===== src/rtl/ram_arb_pkg.sv =====
// ram_arb_pkg: shared types and constants for the RAM port arbiter.
// FSM encoding, master indices, lock-counter width, saturating helper.
package ram_arb_pkg;

    typedef enum logic [1:0] {
        IDLE    = 2'd0,
        ACCESS  = 2'd1,
        RESPOND = 2'd2
    } state_e;

    localparam logic M_CPU = 1'b0;
    localparam logic M_DBG = 1'b1;

    localparam int LOCK_W = 8;

    function automatic logic [31:0] sat_inc(input logic [31:0] v);
        return (v == 32'hFFFF_FFFF) ? v : v + 32'd1;
    endfunction

endpackage


===== src/rtl/ram_arb_rr.sv =====
// ram_arb_rr: combinational two-way round-robin picker.
// A tie goes to the master that was not granted last.
module ram_arb_rr
    import ram_arb_pkg::*;
(
    input  logic req0,
    input  logic req1,
    input  logic last,
    output logic grant_valid,
    output logic grant_idx
);

    // pick the single requester, or the one not served last on a tie
    always_comb begin
        grant_valid = req0 | req1;
        grant_idx   = M_CPU;
        unique case (1'b1)
            (req0 && req1):  grant_idx = ~last;
            (req1 && !req0): grant_idx = M_DBG;
            default:         grant_idx = M_CPU;
        endcase
    end

endmodule


===== src/rtl/ram_arbiter.sv =====
// ram_arbiter: shares one registered-read RAM port between CPU and debug.
// Define RAM_ARBITER_STATS_EN to add grant and conflict counters.
module ram_arbiter
    import ram_arb_pkg::*;
#(
    parameter int AW       = 32,
    parameter int DW       = 32,
    parameter int MAX_LOCK = 8
) (
    input  logic          clk,
    input  logic          reset,
    input  logic          req0,
    input  logic          req1,
    input  logic          we0,
    input  logic          we1,
    input  logic [AW-1:0] addr0,
    input  logic [AW-1:0] addr1,
    input  logic [DW-1:0] wdata0,
    input  logic [DW-1:0] wdata1,
    input  logic          lock0,
    input  logic          lock1,
    output logic          ack0,
    output logic          ack1,
    output logic [DW-1:0] rdata0,
    output logic [DW-1:0] rdata1,
    output logic          ram_wr_sig,
    output logic [AW-1:0] ram_addr,
    output logic [DW-1:0] ram_wr_data,
    input  logic [DW-1:0] ram_rd_data
`ifdef RAM_ARBITER_STATS_EN
   ,output logic [31:0]   grant_cnt0,
    output logic [31:0]   grant_cnt1,
    output logic [31:0]   conflict_cnt
`endif
);

    state_e              state_q, state_d;
    logic                owner_q, owner_d;
    logic                last_q, last_d;
    logic                hold_q, hold_d;
    logic [LOCK_W-1:0]   lock_cnt_q, lock_cnt_d;

    logic                gnt_valid, gnt_idx;
    logic                req_own, req_oth, we_own, lock_own, lock_ok;
    logic [AW-1:0]       addr_own;
    logic [DW-1:0]       wdata_own;

    logic                wr_c, done_c, rsp_c;
    logic [AW-1:0]       addr_c;
    logic [DW-1:0]       wdata_c;

    ram_arb_rr u_rr (
        .req0        (req0),
        .req1        (req1),
        .last        (last_q),
        .grant_valid (gnt_valid),
        .grant_idx   (gnt_idx)
    );

    assign req_own   = (owner_q == M_DBG) ? req1   : req0;
    assign req_oth   = (owner_q == M_DBG) ? req0   : req1;
    assign we_own    = (owner_q == M_DBG) ? we1    : we0;
    assign lock_own  = (owner_q == M_DBG) ? lock1  : lock0;
    assign addr_own  = (owner_q == M_DBG) ? addr1  : addr0;
    assign wdata_own = (owner_q == M_DBG) ? wdata1 : wdata0;

    // ownership may be kept only while the lock budget is not spent
    assign lock_ok = lock_own && (lock_cnt_q < LOCK_W'(MAX_LOCK));

    // state, ownership and lock bookkeeping
    always_ff @(posedge clk) begin
        if (reset) begin
            state_q    <= IDLE;
            owner_q    <= M_CPU;
            last_q     <= M_DBG;
            hold_q     <= 1'b0;
            lock_cnt_q <= '0;
        end else begin
            state_q    <= state_d;
            owner_q    <= owner_d;
            last_q     <= last_d;
            hold_q     <= hold_d;
            lock_cnt_q <= lock_cnt_d;
        end
    end

    // next state and RAM port drive
    always_comb begin
        state_d    = state_q;
        owner_d    = owner_q;
        last_d     = last_q;
        hold_d     = hold_q;
        lock_cnt_d = lock_cnt_q;
        wr_c       = 1'b0;
        addr_c     = '0;
        wdata_c    = '0;
        done_c     = 1'b0;
        rsp_c      = 1'b0;
        unique case (state_q)
            IDLE: begin
                hold_d     = 1'b0;
                lock_cnt_d = '0;
                if (gnt_valid) begin
                    owner_d = gnt_idx;
                    state_d = ACCESS;
                end
            end
            ACCESS: begin
                if (hold_q) begin
                    hold_d = 1'b0;
                    if (req_own) begin
                        if (req_oth) begin
                            lock_cnt_d = lock_cnt_q + 1'b1;
                        end
                    end else begin
                        state_d    = IDLE;
                        lock_cnt_d = '0;
                    end
                end else if (we_own) begin
                    wr_c    = 1'b1;
                    addr_c  = addr_own;
                    wdata_c = wdata_own;
                    done_c  = 1'b1;
                    if (lock_ok) begin
                        hold_d = 1'b1;
                    end else begin
                        state_d    = IDLE;
                        lock_cnt_d = '0;
                    end
                end else begin
                    addr_c  = addr_own;
                    state_d = RESPOND;
                end
            end
            RESPOND: begin
                done_c = 1'b1;
                rsp_c  = 1'b1;
                if (lock_ok) begin
                    state_d = ACCESS;
                    hold_d  = 1'b1;
                end else begin
                    state_d    = IDLE;
                    lock_cnt_d = '0;
                end
            end
            default: begin
                state_d = IDLE;
            end
        endcase
        if (done_c) begin
            last_d = owner_q;
        end
    end

    assign ack0 = done_c & (owner_q == M_CPU) & ~reset;
    assign ack1 = done_c & (owner_q == M_DBG) & ~reset;

    assign rdata0 = (rsp_c && owner_q == M_CPU && !reset) ? ram_rd_data : '0;
    assign rdata1 = (rsp_c && owner_q == M_DBG && !reset) ? ram_rd_data : '0;

    assign ram_wr_sig  = wr_c & ~reset;
    assign ram_addr    = reset ? '0 : addr_c;
    assign ram_wr_data = reset ? '0 : wdata_c;

`ifdef RAM_ARBITER_STATS_EN
    logic [31:0] gcnt0_q, gcnt1_q, ccnt_q;

    // saturating completion and tie counters
    always_ff @(posedge clk) begin
        if (reset) begin
            gcnt0_q <= '0;
            gcnt1_q <= '0;
            ccnt_q  <= '0;
        end else begin
            if (ack0) gcnt0_q <= sat_inc(gcnt0_q);
            if (ack1) gcnt1_q <= sat_inc(gcnt1_q);
            if (state_q == IDLE && req0 && req1) begin
                ccnt_q <= sat_inc(ccnt_q);
            end
        end
    end

    assign grant_cnt0   = gcnt0_q;
    assign grant_cnt1   = gcnt1_q;
    assign conflict_cnt = ccnt_q;
`endif

endmodule


===== config.mk =====
export PLATFORM = sky130hd
export DESIGN_NAME = ram_arbiter
export DESIGN_NICKNAME = d
export VERILOG_FILES = /design/src/rtl/ram_arb_pkg.sv /design/src/rtl/ram_arb_rr.sv /design/src/rtl/ram_arbiter.sv
export SDC_FILE = /design/constraint.sdc
export NUM_CORES = 1
export LEC_CHECK = 0
export BUFFER_PORTS_ARGS = -buffer_cell sky130_fd_sc_hd__buf_4
export CAP_MARGIN = 20
export CORE_AREA = 2 2 115 117
export CTS_BUF_LIST = sky130_fd_sc_hd__clkbuf_8 sky130_fd_sc_hd__clkbuf_16
export DETAILED_ROUTE_END_ITERATION = 16
export DIE_AREA = 0 0 117 119
export PLACE_DENSITY = 0.57
export SLEW_MARGIN = 30
export SYNTH_ARGS = -nofsm -noshare
export SYNTH_HDL_FRONTEND = slang
export SYNTH_SLANG_ARGS = --single-unit

===== constraint.sdc =====
create_clock -name clk -period 5.3 [get_ports clk]
set_clock_uncertainty 0.1 [all_clocks]
set_input_delay 0.795 -clock clk [delete_from_list [all_inputs] [get_ports clk]]
set_output_delay 0.795 -clock clk [all_outputs]
set_load 0.1 [all_outputs]

==> impl_metrics.env, run 1 <==
export IMPL_status="complete, no violations"
export IMPL_drive_gt1_share_pct=51.56
export IMPL_ctsResizeCount=0
export IMPL_synth_top_area_share_pct=29.55
export IMPL_post_dp_hpwl_um=10140
export IMPL_clockBufferDepth=2
export IMPL_syn_cell_area_sq_um=2270
export IMPL_die_area_sq_um=13920
export IMPL_fin_setup_tns_ps=0
export IMPL_ys_types=35
export IMPL_cpLargestDelayFamily="simple AND/OR/NAND/NOR gates"
export IMPL_dieWidth_um=117
export IMPL_cp_depth=4
export IMPL_required_ps=4410
export IMPL_routedWlPerCell_um=15.03
export IMPL_hold_viol=0
export IMPL_via_per_inst=4.269
export IMPL_cp_num_buf_inv=1
export IMPL_ys_flop_type="dfxtp_1"
export IMPL_synth_top_area_cell="mux2i_1"
export IMPL_avgSynthCellArea_sq_um=6.899
export IMPL_maxCapViolCount=0
export IMPL_rows=42
export IMPL_crit_fanout=33
export IMPL_yosysWarnings=0
export IMPL_ys_ff_latch=13
export IMPL_synth_most_common_cell="nor2_1"
export IMPL_grt_busiest_layer="met2"
export IMPL_cp_slowest_cell="or3_2"
export IMPL_grt_max_degree=42
export IMPL_hold_buffers=0
export IMPL_insertion_delay_ps=240
export IMPL_synthTopCellsByCount="nor2_1, mux2i_1, and2_1"
export IMPL_synth_nets=503
export IMPL_cp_arrival_ps=2440
export IMPL_slowest_delay_ps=730
export IMPL_via_count=3364
export IMPL_power_density_nw_per_um2=208.7
export IMPL_leakagePower_nw=2.386
export IMPL_cp_cell_sequence="mux2i_1 > or3_2 > nor2_1 > buf_4"
export IMPL_ant_nets=0
export IMPL_hold_path_class="flop to flop"
export IMPL_synth_edf_count=0
export IMPL_io_buffer_count=298
export IMPL_place_gp_congestion=0.7848
export IMPL_reg2reg_depth=5
export IMPL_cp_start_kind="flop"
export IMPL_fill_cells=1349
export IMPL_final_net_count=784
export IMPL_finalCritPeriodShare_pct=62.91
export IMPL_period_minus_slack_ps=3334
export IMPL_ioPinCount=299
export IMPL_clock_root_buffer="clkbuf_16"
export IMPL_core_region_area_sq_um=12870
export IMPL_cts_sinks=13
export IMPL_first_pass_iters=4
export IMPL_use_met3_pct=6.310
export IMPL_grtUsageMet2_pct=28.07
export IMPL_syn_to_final_growth_pct=109.4
export IMPL_antenna_found_initial=5
export IMPL_worst_slew_pin_slew_ps=668.3
export IMPL_critical_path_class="flop to primary output"
export IMPL_cts_setup_buffers=0
export IMPL_grt_util_met1_pct=16.36
export IMPL_cts_max_level=1
export IMPL_syn_inst=329
export IMPL_grt_use_total_pct=15.27
export IMPL_yosys_top_cells_area="mux2i_1, and2_1, nor2_1"
export IMPL_grt_pass1_wl_um=16650
export IMPL_cts_clk_slew_worst_paths_ps=50
export IMPL_dpl_cell_count=781
export IMPL_drcViolationCount=0
export IMPL_stdcell_count=788
export IMPL_setup_viol=0
export IMPL_relSlewSlack_pct=55.45
export IMPL_rsz0062_at_grt="no"
export IMPL_cts_buffers_inserted=3
export IMPL_initial_core_util_pct=17.63
export IMPL_cts_tree="done"
export IMPL_final_max_slew_viol_count=0
export IMPL_peakVddDrop_uv=105.9
export IMPL_ys_seq_area_share_pct=11.47
export IMPL_dr_first_iter_drc_count=105
export IMPL_drt_wl_total_um=11850
export IMPL_overflow=0
export IMPL_crit_path_end_kind="primary output"
export IMPL_fmax_mhz=299.9
export IMPL_die_y_um=119
export IMPL_grt_pass1_vias=3292
export IMPL_async_reset_ff_share_pct=0
export IMPL_min_path_cells=1
-- worst paths after layout --
kind / slack (ps) / endpoint / from
max reg2reg: 3070 / lock_cnt_q[0] / owner_q
min: 400 / last_q / last_q
max: 1970 / ram_wr_data[21] / owner_q
min reg2reg: 400 / last_q / last_q
-- metal layers --
metal  part of all wire [%]  vias up
li1                       -     1667
met1                     37     1504
met2                     50      175
met3                     12       14
met4                   0.89        4
met5                   0.25        -
-- cells in the final DEF, fill, tap and decap left out, drive strengths merged, types with 2 or more instances in the layout --
cell type,count
and2,65
o21ai,9
or3,2
ha,6
diode,3
nor3b,2
nor2,83
nand2,6
inv,6
nor2b,3
nor3,6
dfxtp,13
buf,301
a211oi,2
or3b,2
and3,6
a21oi,9
clkbuf,3
nand3,2
nand2b,3
mux2i,67
nand3b,4
-- metrics by stage --
step / util [%] / worst slack, ps / hold slack (ps) / instance area [sq um] / power, W
after floorplan: - / 1126 / 335.3 / 2270 / 0.0006444
after global placement: 36.21 / 1973 / 384.9 / 4662 / 0.0008501
after detailed placement: 36.23 / 1900 / 381.6 / 4664 / 0.0008548
after CTS: 36.84 / 1727 / 393.0 / 4743 / 0.0009989
after global routing: 36.85 / 1758 / 414.3 / 4745 / 0.001036
final: 36.91 / 1966 / 396.9 / 4752 / 0.0009917
-- power breakdown --
part	switching, W	internal (W)	total (W)	leakage [nW]
combinational	0.000505	0.000221	0.000726	2.24
sequential	0.0000198	0.000104	0.000124	0.106
clock	0.0000419	0.0000996	0.000141	0.0423
-- sequential cells by signal (all words and copies together) (netlist names) --
| register | count |
|---|---|
| last_q | 1 |
| hold_q | 1 |
| owner_q | 1 |
| lock_cnt_q | 8 |
| state_q | 2 |
-- logic make-up (layout without fill, tap and decap cells) --
family / Yosys count / after routing / share of synthesized area [%]
compound gates: 27 / 27 / 7.939
mux: 68 / 68 / 30.04
simple gates: 185 / 185 / 41.95
buf+inv: 30 / 310 / 5.292
fa+ha+maj: 6 / 6 / 3.308
flops: 13 / 13 / 11.47
other cells: 0 / 3 / 0
-- layout make-up --
class | count | area (sq um) | share of cell area (%)
timing repair buffer | 301 | 2260 | 47.55
multi-input combinational | 286 | 1903 | 40.05
sequential | 13 | 264.0 | 5.556
tap | 176 | 220.2 | 4.634
clock buffer | 3 | 75.07 | 1.580
inverter | 5 | 18.77 | 0.3949
antenna | 3 | 7.507 | 0.1580
clock inverter | 1 | 3.754 | 0.07899
(Power assumes the default switching activity.)
==> inputs of run 2 (changes only) <==
--- a/config.mk
+++ b/config.mk
@@ -7,11 +7,11 @@
 export LEC_CHECK = 0
 export BUFFER_PORTS_ARGS = -buffer_cell sky130_fd_sc_hd__buf_4
 export CAP_MARGIN = 20
-export CORE_AREA = 2 2 115 117
+export CORE_AREA = 2 2 117 119
 export CTS_BUF_LIST = sky130_fd_sc_hd__clkbuf_8 sky130_fd_sc_hd__clkbuf_16
 export DETAILED_ROUTE_END_ITERATION = 16
-export DIE_AREA = 0 0 117 119
-export PLACE_DENSITY = 0.57
+export DIE_AREA = 0 0 119 121
+export PLACE_DENSITY = 0.56
 export SLEW_MARGIN = 30
 export SYNTH_ARGS = -nofsm -noshare
 export SYNTH_HDL_FRONTEND = slang
==> constraint.sdc (replaced) <==
create_clock -name clk -period 3.5 [get_ports clk]
set_clock_uncertainty 0.1 [all_clocks]
set_input_delay 0.525 -clock clk [delete_from_list [all_inputs] [get_ports clk]]
set_output_delay 0.525 -clock clk [all_outputs]
set_load 0.1 [all_outputs]
==> impl_metrics.env, run 2 (same netlist as run 1, synthesis figures left out) <==
export IMPL_seqPwrFrac_pct=11.1
export IMPL_switching_share_pct=57.24
export IMPL_io_buffer_count=298
export IMPL_r2r_start="owner_q"
export IMPL_cp_start_kind="flop"
export IMPL_dr_first_iter_drc_count=99
export IMPL_clock_root_buffer="clkbuf_16"
export IMPL_rows=42
export IMPL_grtUsageMet2_pct=30.75
export IMPL_grt_pass1_wl_um=19030
export IMPL_initial_core_util_pct=17.35
export IMPL_drt_wl_total_um=13220
export IMPL_core_region_area_sq_um=13090
export IMPL_pwr_share_clk_pct=14.2
export IMPL_relSlewSlack_pct=59.39
export IMPL_whs_endpoint="last_q"
export IMPL_insertion_delay_ps=240
export IMPL_power_w=0.001513
export IMPL_reg_largest_list="lock_cnt_q (8), state_q (2)"
export IMPL_grt_use_total_pct=16.98
export IMPL_peakVddDrop_uv=148.1
export IMPL_grt_busiest_layer="met2"
export IMPL_leakagePower_nw=2.398
export IMPL_post_dp_hpwl_um=11490
export IMPL_crit_fanout=25
export IMPL_grt_util_met1_pct=18.50
export IMPL_ioPinCount=299
export IMPL_ff2ff_setup_slack_ps=1100
export IMPL_final_net_count=786
export IMPL_power_density_nw_per_um2=317.3
export IMPL_hold_viol=0
export IMPL_ant_nets=0
export IMPL_use_met3_pct=8.130
export IMPL_setup_viol=0
export IMPL_dieWidth_um=119
export IMPL_cts_clk_slew_worst_paths_ps=50
export IMPL_period_minus_slack_ps=2925
export IMPL_overflow=0
export IMPL_netSwitchingPower_w=0.0008662
export IMPL_fin_setup_tns_ps=0
export IMPL_drive_gt1_share_pct=51.88
export IMPL_cts_tree="done"
export IMPL_via_per_inst=4.260
export IMPL_cts_buffers_inserted=3
export IMPL_reg2reg_depth=6
export IMPL_final_max_slew_viol_count=0
export IMPL_r2r_end="lock_cnt_q[0]"
export IMPL_fmax_mhz=341.9
export IMPL_hold_path_class="flop to flop"
export IMPL_power_internal_w=0.0006471
export IMPL_drcViolationCount=0
export IMPL_antenna_found_initial=4
export IMPL_worst_slew_pin_slew_ps=609.1
export IMPL_finalCritPeriodShare_pct=83.56
export IMPL_ctsResizeCount=0
export IMPL_min_path_cells=1
export IMPL_routedWlPerCell_um=16.77
export IMPL_via_count=3357
export IMPL_cp_arrival_ps=2300
export IMPL_hold_buffers=0
export IMPL_layout_common_cells="buf_4, nor2_1, mux2i_1, and2_1, dfxtp_1"
export IMPL_die_y_um=121
export IMPL_clockBufferDepth=2
export IMPL_regMostFlops="lock_cnt_q"
export IMPL_cts_max_level=1
export IMPL_crit_path_end_kind="primary output"
export IMPL_place_gp_congestion=0.7982
export IMPL_cts_sinks=13
export IMPL_syn_to_final_growth_pct=110.1
export IMPL_critical_path_class="flop to primary output"
export IMPL_final_common_cell="buf_4"
export IMPL_rsz0062_at_grt="no"
export IMPL_dpl_cell_count=783
export IMPL_stdcell_count=788
export IMPL_cts_setup_buffers=0
export IMPL_combPwrFrac_pct=74.7
export IMPL_maxCapViolCount=0
export IMPL_die_area_sq_um=14400
export IMPL_grt_max_degree=38
export IMPL_status="complete, no violations"
export IMPL_required_ps=2870
export IMPL_grt_pass1_vias=3355
export IMPL_hp_start="last_q"
export IMPL_critPathLaunch="state_q[1]"
export IMPL_first_pass_iters=4
export IMPL_largest_register_ffs=8
## run 2: area by class of cell
class	count	area [sq um]
inverters	5	18.77
clock buffers	3	75.07
well taps	176	220.2
diodes	1	2.502
flip-flops and latches	13	264.0
clock inverters	1	3.754
repair buffers	303	2275
fillers	1404	8315
multi-input cells	286	1911
## run 2: stage by stage
| step | worst slack, ps | util, % | area [sq um] | hold slack (ps) |
|---|---|---|---|---|
| after detailed placement | 667.2 | 35.82 | 4687 | 352.4 |
| after floorplan | 270.5 | - | 2280 | 335.3 |
| final | 575.2 | 36.45 | 4770 | 363.7 |
| after CTS | 457.2 | 36.42 | 4766 | 364.7 |
| after global placement | 753.1 | 35.82 | 4687 | 350.6 |
| after global routing | 286.0 | 36.43 | 4767 | 399.2 |
## run 2: how the worst max path moves through the flow
| stage | to | slack [ps] | cells past startpoint |
|---|---|---|---|
| CTS | ram_addr[31] | 460 | 7 |
| finish | ram_addr[31] | 580 | 7 |
| global placement | ram_wr_data[25] | 750 | 5 |
| global route | ram_addr[31] | 290 | 7 |
| detailed placement | ram_wr_data[0] | 670 | 5 |
| floorplan | ram_wr_data[10] | 270 | 7 |
## run 2: power groups by stage
| stage | clock, W | sequential, W | combinational [W] |
|---|---|---|---|
| final | 0.000215 | 0.000169 | 0.00113 |
| after global routing | 0.000228 | 0.000170 | 0.00118 |
| after CTS | 0.000216 | 0.000169 | 0.00114 |
| after detailed placement | 0 | 0.000172 | 0.00114 |
| after global placement | 0 | 0.000171 | 0.00113 |
| after floorplan | 0 | 0.000167 | 0.000811 |
## run 2: routing by layer
metal  vias up  share of wire, %
met1      1500                37
met5         -              0.33
met2       178                50
li1       1663                 -
met3        10                12
met4         6              0.45
## run 2: critical path: stages, from the launching register on
cell,delay (ps)
dfxtp_1,350
inv_1,100
ha_1,190
nor2b_1,290
nand2b_1,250
buf_4,290
nor2_1,240
buf_4,340
==> inputs of run 3 (changes only) <==
==> constraint.sdc (replaced) <==
create_clock -name clk -period 2.8 [get_ports clk]
set_clock_uncertainty 0.1 [all_clocks]
set_input_delay 0.42 -clock clk [delete_from_list [all_inputs] [get_ports clk]]
set_output_delay 0.42 -clock clk [all_outputs]
set_load 0.1 [all_outputs]
==> impl_metrics.env, run 3 (same netlist as run 1, synthesis figures left out) <==
export IMPL_status="complete, no violations"
export IMPL_crit_top_cell="buf_4"
export IMPL_overflow=0
export IMPL_min_path_cells=1
export IMPL_cp_arrival_ps=2090
export IMPL_drcViolationCount=0
export IMPL_relSlewSlack_pct=68.19
export IMPL_drt_wl_total_um=13890
export IMPL_cp_slowest_cell="or3_1"
export IMPL_antenna_found_initial=7
export IMPL_insertion_delay_ps=250
export IMPL_dr_first_iter_drc_count=148
export IMPL_hold_path_class="flop to flop"
export IMPL_critPathLaunch="state_q[1]"
export IMPL_cts_setup_buffers=0
export IMPL_reg2reg_depth=6
export IMPL_routedWlPerCell_um=17.53
export IMPL_grt_use_total_pct=17.71
export IMPL_dieWidth_um=119
export IMPL_hp_start="last_q"
export IMPL_peakVddDrop_uv=192.4
export IMPL_grt_pass1_wl_um=19290
export IMPL_critical_path_class="flop to primary output"
export IMPL_grt_max_degree=64
export IMPL_die_y_um=121
export IMPL_required_ps=2280
export IMPL_hold_buffers=0
export IMPL_r2r_end="lock_cnt_q[0]"
export IMPL_hold_slack_ps=365.9
export IMPL_io_buffer_count=298
export IMPL_syn_to_final_growth_pct=114.5
export IMPL_via_count=3342
export IMPL_layout_common_cells="buf_4, mux2i_1, and2_1, nor2_1, nor2_2"
export IMPL_largest_register_ffs=8
export IMPL_period_minus_slack_ps=2606
export IMPL_final_cell_area_sq_um=4868
export IMPL_rows=42
export IMPL_dpl_cell_area_sq_um=4777
export IMPL_final_max_slew_viol_count=0
export IMPL_clockBufferDepth=2
export IMPL_initial_core_util_pct=17.35
export IMPL_cts_buffers_inserted=3
export IMPL_regMostFlops="lock_cnt_q"
export IMPL_reg_largest_list="lock_cnt_q (8), state_q (2)"
export IMPL_cts_sinks=13
export IMPL_ctsResizeCount=0
export IMPL_setup_viol=0
export IMPL_die_area_sq_um=14400
export IMPL_ioPinCount=299
export IMPL_hold_viol=0
export IMPL_drive_gt1_share_pct=56.79
export IMPL_place_gp_congestion=0.8427
export IMPL_slowest_delay_ps=400
export IMPL_final_common_cell="buf_4"
export IMPL_worst_slew_pin_slew_ps=477.1
export IMPL_grt_pass1_vias=3348
export IMPL_core_region_area_sq_um=13090
export IMPL_power_density_nw_per_um2=397.9
export IMPL_post_dp_hpwl_um=12220
export IMPL_cts_max_level=1
export IMPL_via_per_inst=4.220
export IMPL_cts_tree="done"
export IMPL_rsz0062_at_grt="no"
export IMPL_r2r_start="state_q[1]"
export IMPL_crit_fanout=33
export IMPL_first_pass_iters=6
export IMPL_leakagePower_nw=2.393
export IMPL_clock_root_buffer="clkbuf_16"
export IMPL_maxCapViolCount=0
export IMPL_cp_cell_sequence="inv_1 > ha_1 > nand2b_1 > or3_1 > buf_4 > nor2_1 > buf_4"
export IMPL_ff2ff_setup_slack_ps=560
export IMPL_cp_start_kind="flop"
export IMPL_cts_clk_slew_worst_paths_ps=50
export IMPL_finalCritPeriodShare_pct=93.07
export IMPL_final_net_count=786
export IMPL_crit_path_end_kind="primary output"
export IMPL_worstSetupEndpoint="ram_wr_data[30]"
export IMPL_fmax_mhz=383.7
export IMPL_ant_nets=0
[run 3: changes by cell type in the layout (fill, tap and decap cells not counted), sizes merged]
cell,change
diode,+4
[run 3: layout make-up]
type | instances | area (sq um)
diodes | 5 | 12.51
repair buffers | 303 | 2287
multi-input cells | 286 | 1987
clock inverters | 1 | 3.754
clock buffers | 3 | 75.07
inverters | 5 | 18.77
well taps | 176 | 220.2
flip-flops and latches | 13 | 264.0
fillers | 1383 | 8217
[run 3: critical path, delay by kind of cell (launching register included)]
family	cells	cell delay [ps]
adders and majority gates	1	180
buffers and inverters	3	660
DFF	1	350
and+or+nand+nor	3	650
[run 3: metrics by stage]
step / power [W] / setup WS [ps] / utilization (%) / cells / TNS, ps
CTS: 0.001951 / 194.0 / 37.11 / 787 / 0
global placement: 0.001664 / 527.3 / 36.51 / 783 / 0
floorplan: 0.001253 / -324.5 / - / 329 / -9752
detailed placement: 0.001675 / 460.6 / 36.51 / 783 / 0
global route: 0.002019 / 102.3 / 37.11 / 787 / 0
finish: 0.001937 / 193.9 / 37.21 / 792 / 0
[run 3: how the worst min path moves through the flow]
stage                     endpoint  slack [ps]
final                       last_q         370
after global routing        last_q         390
after CTS                   last_q         370
after detailed placement    last_q         350
after global placement      last_q         350
after floorplan             last_q         340
[run 3: per-layer routing]
layer	share of wire, %	track usage, %	routed length [um]
met5	0.19	0	27
met4	0.87	2.902	121
met3	13	9.774	1798
met2	49	31.29	6769
met1	37	18.81	5169
[run 3: power by group]
group          switching (W)  internal [W]  total, W
combinational        0.00101      0.000438   0.00145
clock              0.0000853      0.000189  0.000274
sequential         0.0000180      0.000198  0.000216
total                0.00111      0.000824   0.00194
